**src/rtl/fifo_umbral.sv**
```systemverilog
// Circular-buffer FIFO with programmable almost-full/almost-empty thresholds and sticky error flag.
// Optional macro FIFO_UMBRAL_ERRCNT_EN adds a saturating over/underflow event counter (err_count).
module fifo_umbral #(
  parameter int DATA_WIDTH = 6,
  parameter int ADDR_WIDTH = 3
) (
  input  logic                  clk,
  input  logic                  reset,
  input  logic                  init,
  input  logic [ADDR_WIDTH-1:0] umbral_alto,
  input  logic [ADDR_WIDTH-1:0] umbral_bajo,
  input  logic                  push,
  input  logic [DATA_WIDTH-1:0] data_in,
  input  logic                  pop,
  output logic [DATA_WIDTH-1:0] data_out,
  output logic                  valid_out,
  output logic                  fifo_empty,
  output logic                  fifo_full,
  output logic                  almost_empty,
  output logic                  almost_full,
  output logic                  fifo_error,
  output logic [ADDR_WIDTH:0]   count
`ifdef FIFO_UMBRAL_ERRCNT_EN
  ,
  output logic [7:0]            err_count
`endif
);

  localparam int                  DEPTH   = 1 << ADDR_WIDTH;
  localparam logic [ADDR_WIDTH-1:0] PTR_ONE = ADDR_WIDTH'(1);
  localparam logic [ADDR_WIDTH:0]   CNT_ONE = (ADDR_WIDTH+1)'(1);

  logic [DEPTH-1:0][DATA_WIDTH-1:0] mem;
  logic [ADDR_WIDTH-1:0]            wr_ptr, rd_ptr;
  logic [ADDR_WIDTH-1:0]            alto_reg, bajo_reg;
  logic [ADDR_WIDTH:0]              count_nxt;
  logic                             do_push, do_pop, err_event;

  assign fifo_empty   = (count == '0);
  assign fifo_full    = (count == (ADDR_WIDTH+1)'(DEPTH));
  assign almost_full  = (count >= {1'b0, alto_reg});
  assign almost_empty = (count <= {1'b0, bajo_reg});

  // A pop frees the slot being written, so push at full is legal with a pop.
  assign do_pop    = pop && !fifo_empty;
  assign do_push   = push && (!fifo_full || pop);
  assign err_event = (push && !pop && fifo_full) || (pop && fifo_empty);

  always_comb begin
    count_nxt = count;
    case ({do_push, do_pop})
      2'b10:   count_nxt = count + CNT_ONE;
      2'b01:   count_nxt = count - CNT_ONE;
      default: count_nxt = count;
    endcase
  end

  // Storage has no reset; contents are meaningless until written.
  always_ff @(posedge clk) begin
    if (do_push && !reset) mem[wr_ptr] <= data_in;
  end

  always_ff @(posedge clk) begin
    if (reset) begin
      wr_ptr     <= '0;
      rd_ptr     <= '0;
      count      <= '0;
      data_out   <= '0;
      valid_out  <= 1'b0;
      fifo_error <= 1'b0;
      alto_reg   <= ADDR_WIDTH'(DEPTH-1);
      bajo_reg   <= ADDR_WIDTH'(1);
    end else begin
      valid_out <= do_pop;
      if (do_pop) begin
        data_out <= mem[rd_ptr];
        rd_ptr   <= rd_ptr + PTR_ONE;
      end
      if (do_push) wr_ptr <= wr_ptr + PTR_ONE;
      count <= count_nxt;
      if (init) begin
        alto_reg   <= umbral_alto;
        bajo_reg   <= umbral_bajo;
        fifo_error <= err_event;
      end else if (err_event) begin
        fifo_error <= 1'b1;
      end
    end
  end

`ifdef FIFO_UMBRAL_ERRCNT_EN
  // Mirrors fifo_error: init clears, but an error in the same cycle still counts.
  always_ff @(posedge clk) begin
    if (reset)                               err_count <= '0;
    else if (init)                           err_count <= err_event ? 8'd1 : 8'd0;
    else if (err_event && err_count != 8'hFF) err_count <= err_count + 8'd1;
  end
`endif

endmodule
```
**config.mk**
```make
export PLATFORM = sky130hd
export DESIGN_NAME = fifo_umbral
export DESIGN_NICKNAME = d
export VERILOG_FILES = /design/src/rtl/fifo_umbral.sv
export SDC_FILE = /design/constraint.sdc
export NUM_CORES = 1
export LEC_CHECK = 0
export CAP_MARGIN = 20
export CORE_MARGIN = 4
export CORE_UTILIZATION = 50
export CTS_CLUSTER_SIZE = 24
export DETAILED_ROUTE_END_ITERATION = 12
export HOLD_SLACK_MARGIN = 0.06
export PLACE_DENSITY = 0.75
export SLEW_MARGIN = 5
export SYNTH_ARGS = -nofsm -noshare
export SYNTH_HDL_FRONTEND = slang
export SYNTH_SLANG_ARGS = --single-unit
```
**constraint.sdc**
```tcl
create_clock -name clk -period 2.31 [get_ports clk]
set_input_delay 0.3465 -clock clk [delete_from_list [all_inputs] [get_ports clk]]
set_output_delay 0.3465 -clock clk [all_outputs]
set_load 0.02 [all_outputs]
```
[Yosys cells after proc, flatten, opt, wreduce, memory -nomap -nowiden]
Cells that the tools add are included.
Operators by class
  $add $sub $neg: 4
  magnitude comparators: 5
  equal/unequal tests: 3
  muxes and demuxes: 8
  reductions and logical operators: 16
Operators by type and width (number)
  $bwmux W48: 1
  $bmux W6 S3: 1
  $demux W6 S3: 1
  $mux W6: 2
  $lt A3 B4 Y1 const B: 2
  $pmux W4 S2: 1
  $logic_and A1 B1 Y1: 7
  $add A3 B1 Y3 const B: 2
  $add A4 B1 Y4 const B: 1
  $eq A4 B4 Y1 const B: 1
  $ge A4 B3 Y1: 1
  $le A4 B3 Y1: 1
  $logic_not A1 Y1: 4
  $logic_not A4 Y1: 1
  $reduce_bool A2 Y1: 2
  $sub A4 B1 Y4 const B: 1
  $ge A3 B1 Y1 const B: 1
  $eq A2 B1 Y1 const B: 1
  $eq A2 B2 Y1 const B: 1
  $logic_or A1 B1 Y1: 2
  $mux W1: 2
Storage, ports and cells
  flip-flop bits (word level): 72
  input bits: 17
  output and inout port bits: 16
  logic and storage cells: 52

[Depth between registers and ports, before layout]
  word-level depth: 6
  gate-level depth with buffers: 10
  mapped depth without buffers: 9

[Worst setup path after synthesis]
Ideal clock, no wire load.
  path kind: register to register
  start: register count[1]
  end: register count[2]
  setup time: 0.070 ns
  arrival time: 2.382 ns
  data required time: 2.240 ns
  setup slack: -0.142 ns
  cell stages (with the launch flop): 11
  buffers on the path: 1
  clock period less this slack: 2.452 ns
  cell sequence: dfxtp_1 -> buf_6 -> or3_4 -> o21ai_4 -> ha_1 -> xor2_1 -> ha_1 -> a21oi_1 -> xor2_1 -> or3_1 -> a21oi_1
On the way
  longest elaborated chain between the ends: 6
  elaborated cells on any way between the ends: 13
  those cells by class: add/sub: 2; eq/ne: 3; mux: 1; reduce/logical: 7
RTL lines
  start: declaration: RTL line 22  | output logic [ADDR_WIDTH:0] count
  start signal: assignment: RTL line 80  | count <= count_nxt;
  $eq A4 B4 Y1: RTL line 40  | assign fifo_full = (count == (ADDR_WIDTH+1)'(DEPTH));
  $logic_not A1 Y1: RTL line 46  | assign do_push = push && (!fifo_full || pop);
  $logic_or A1 B1 Y1: RTL line 46
  $logic_and A1 B1 Y1: RTL line 46
  $eq A2 B1 Y1 or $eq A2 B2 Y1 (tied branches): RTL line 51  | case ({do_push, do_pop})
  $pmux W4 S2 or $reduce_bool A2 Y1 (tied branches)
Several ways; a longest one is shown, not always the timed one.
A chain may end at the register's enable or synchronous reset.

[Worst setup path after layout]
  start: register count[0]
  end: register count[2]
Same word-level chain as after synthesis.

==> summary.md <==
| Metric | Value |
|---|---|
| Largest Register | `mem` |
| Root buffer cell | `clkbuf_8` |
| Ant diodes | `0` |
| PwrDens | `1030 nW/um^2` |
| Startpoint types | `flip-flop` |
| R2R Setup Slk | `0.07 ns` |
| Fin Hold WS | `0.488 ns` |
| Status | `completed` |
| Max Cap Viol | `0` |
| Pint | `0.00254 W` |
| Clk slew on worst S/H paths | `about 0.080 ns` |
| DRT iter0 DRCs | `110` |
| FMAX | `between 400 and 500 MHz` |
| Die Ht | `85.5 um` |
| Starting Density | `0.529` |
| CTS tree | `built` |
| Number of global-route vias before repair | `1879` |
| FP Rows | `27` |
| CTS max path bufs | `2` |
| Synthesized area | `between 3000 and 4000 um^2` |
| Post-synth top area share | `0.480` |
| Area leader, netlist | `edfxtp_1` |
| Tmin final | `2.24 ns` |
| Combinational cell fraction of total power | `0.335` |
| NetSw | `0.00127 W` |
| Die area | `7310 um^2` |
| Post-CTS Hold Buffers | `0` |
| Wire per inst | `about 17 um` |
| Hold depth | `2` |
| Overall power | `0.00381 W` |
| Min-Delay Endpoint | `bajo_reg[0]` |
| Net Count, Synth | `between 200 and 250` |
| Critical path arrival | `between 2 and 3 ns` |
| Port Buffers | `32` |
| Crit-path max cell delay | `about 0.42 ns` |
| Clock latency at the later pin of the worst-skew pair | `0.35 ns` |
| Total congestion overflow | `0` |
| Slew Limit Fails | `0` |
| Initial antenna violation count | `0` |
| Area Growth Syn to Fin | `23.6%` |
| I/O pin cnt | `33` |
| CP required | `2.59 ns` |
| Max transition margin | `0.544` |
| # clock sinks | `72` |
| Sequential element share of the synthesized area | `0.640` |
| Lkg Pwr | `1.38 nW` |
| Worst-path fanout max | `6` |
| Total Wirelength | `~5800 um` |
| Peak supply drop | `roughly 630 uV` |
| Layout net count | `roughly 290` |
| Sw Ratio | `0.332` |
| Residual DRC | `0` |
| Clock share of power | `0.249` |
| Synth top area cells | `edfxtp_1, dfxtp_1, mux4_2, ha_1, nor2_1` |
| Syn. warnings | `0` |
| Biggest regs | `mem: 48 flops, data_out: 6 flops, count: 4 flops` |
| Clock Skews | `between 0.004 and 0.005 ns` |
| Core Area | `between 5000 and 6000 um^2` |
| Total GRT Usage | `0.170` |
| Cell variety after synth | `31` |
| Crit path cell chain | `buf_4 > or3_4 > o21ai_4 > ha_4 > xor2_1 > ha_1 > a21oi_1 > xor2_1 > or3_1 > a21oi_1` |
| Worst r2r dst | `count[2]` |
| First-pass GRT wire length | `between 9000 and 10000 um` |
| R2R depth | `10` |
| Crit. End Element | `flip-flop` |
| Die X | `between 80 and 90 um` |
| Hold crit path type | `flip-flop to flip-flop` |
| Reg-to-Reg Start | `count[0]` |
| Setup Viol. Count Final | `0` |
| CTS buffer count | `9` |
| Layout cells sized above 1 | `0.210` |
| Antenna-violating nets left | `0` |
| Hold Startpoint | `bajo_reg[0]` |
| CP max stage cell | `or3_4` |
| Largest register FFs | `48` |
| Final hold vios | `0` |
| Via density | `5.42` |
| RSZ-0062 raised after global routing | `true` |
| Yosys reg bits | `72` |
| Final worst path period share | `0.968` |
| Drt pass-1 iters | `4` |
| Final GP Congestion | `0.770` |
| Largest net degree at the start of global routing | `17` |
| Final HPWL DP | `between 3000 and 4000 um` |
| Setup CP Type | `flip-flop to flip-flop` |
| Depth of the CTS H-tree | `3` |
| Post-Syn Instances | `approximately 210` |
| Least-Margin Pin Slew | `around 0.68 ns` |
| Avg Inst Size Synth | `14.2 um^2` |
| Via count | `1860` |
| Reg power frac | `0.417` |
| Filler cell count in the final layout | `430` |
## cells by family after synthesis
logic type               count (synthesis)  synth area share
flip-flops                              72             0.640
AND/OR/NAND/NOR                         56            0.0871
AO/OA/AOI/OAI                           30            0.0642
multiplexers                            21             0.120
buffers and inverters                   16            0.0246
adder cells (fa/ha/maj)                 11            0.0459
XOR/XNOR                                 6            0.0175
## per-layer routing
metal / part of all wire / wire length [um] / GRT usage
met1: 0.41 / 2370 / 0.189
met4: 0.016 / 92 / 0.0647
met5: 0 / 0 / 0
met2: 0.51 / 2970 / 0.296
met3: 0.060 / 350 / 0.0631
## cells in the mapped netlist, drive strengths merged
cell type / instances
edfxtp: 48
dfxtp: 24
nor2: 24
mux4: 12
ha: 11
o21ai: 11
nand2: 10
mux2i: 8
inv: 7
a21oi: 6
o22ai: 6
clkbuf: 5
nor3: 5
xor2: 5
buf: 4
nand2b: 4
nor2b: 4
or3: 4
nand3: 3
o211ai: 3
a211o: 2
and2: 2
a21o: 1
mux2: 1
o41a: 1
xnor2: 1
## how the worst max path moves through the flow
stage,to,slack (ns),cells past startpoint,from
2_1_floorplan,count[2],0.01,10,count[1]
3_3_place_gp,count[2],-0.07,10,pop
3_5_place_dp,count[2],-0.09,10,pop
4_1_cts,almost_full,0.04,6,count[0]
5_1_grt,count[2],-0.06,10,count[0]
6_report,count[2],0.07,10,count[0]
## area by class of cell
cell class	count	area (um^2)	area share
Sequential cell	72	1920	0.519
Multi-Input combinational cell	124	1020	0.275
Timing Repair Buffer	52	459	0.124
Clock buffer	9	124	0.0334
Tap cell	72	90.1	0.0243
Clock inverter	7	66.3	0.0179
Inverter	7	26.3	0.00709
## cell usage in the layout, fill, tap and decap left out
master and n:
a21o_1 1, o21ai_4 1, a21oi_1 6, o41a_1 1, inv_8 2, buf_4 20
buf_2 1, mux2_2 1, or3_4 1, dfxtp_2 2, xnor2_1 1, ha_4 1
mux2i_1 8, dlygate4sd2_1 1, o21ai_0 10, or3_1 2, o211ai_1 3, nor2b_1 4
and2_1 2, edfxtp_1 48, ha_1 10, or3_2 1, a211o_1 2, inv_6 4
nand2b_1 4, nor3_1 5, clkbuf_8 9, clkinv_4 1, inv_1 7, clkbuf_2 1
xor2_1 5, nand2_1 10, o22ai_1 6, nor2_1 24, nand3_1 3, mux4_2 12
clkdlybuf4s50_1 29, dfxtp_1 22
## power groups by stage
stage	clock [W]	sequential (W)	combinational, W
2_1_floorplan	0	0.00169	0.000737
3_3_place_gp	0	0.00161	0.00130
3_5_place_dp	0	0.00162	0.00132
4_1_cts	0.000968	0.00159	0.00130
5_1_grt	0.00103	0.00160	0.00140
6_report	0.000948	0.00159	0.00127
## worst max-delay path, delay by kind of cell, from the launching register on
family | cells | cell delay, ns
buf+inv | 1 | 0.15
xor+xnor | 2 | 0.28
simple gates | 2 | 0.72
fa+ha+maj | 2 | 0.32
compound gates | 3 | 0.36
flops | 1 | 0.34
## per-stage QoR
| stage | TNS, ns | util | setup slack [ns] | cells | area [um^2] |
|---|---|---|---|---|---|
| after floorplan | 0 | - | 0.0105 | 212 | 3020 |
| after global placement | -0.0690 | 0.620 | -0.0690 | 326 | 3520 |
| after detailed placement | -0.235 | 0.620 | -0.0944 | 326 | 3520 |
| after CTS | 0 | 0.654 | 0.0364 | 342 | 3710 |
| after global routing | -0.0638 | 0.653 | -0.0638 | 343 | 3710 |
| final | 0 | 0.653 | 0.0739 | 343 | 3710 |
## timing repair
item,4_1_cts,5_1_grt
pin swaps,0,2
endpoints found under the setup margin,3,3
buffers inserted,0,1
resized for setup,6,3
Power figures use the tool's default switching activity.
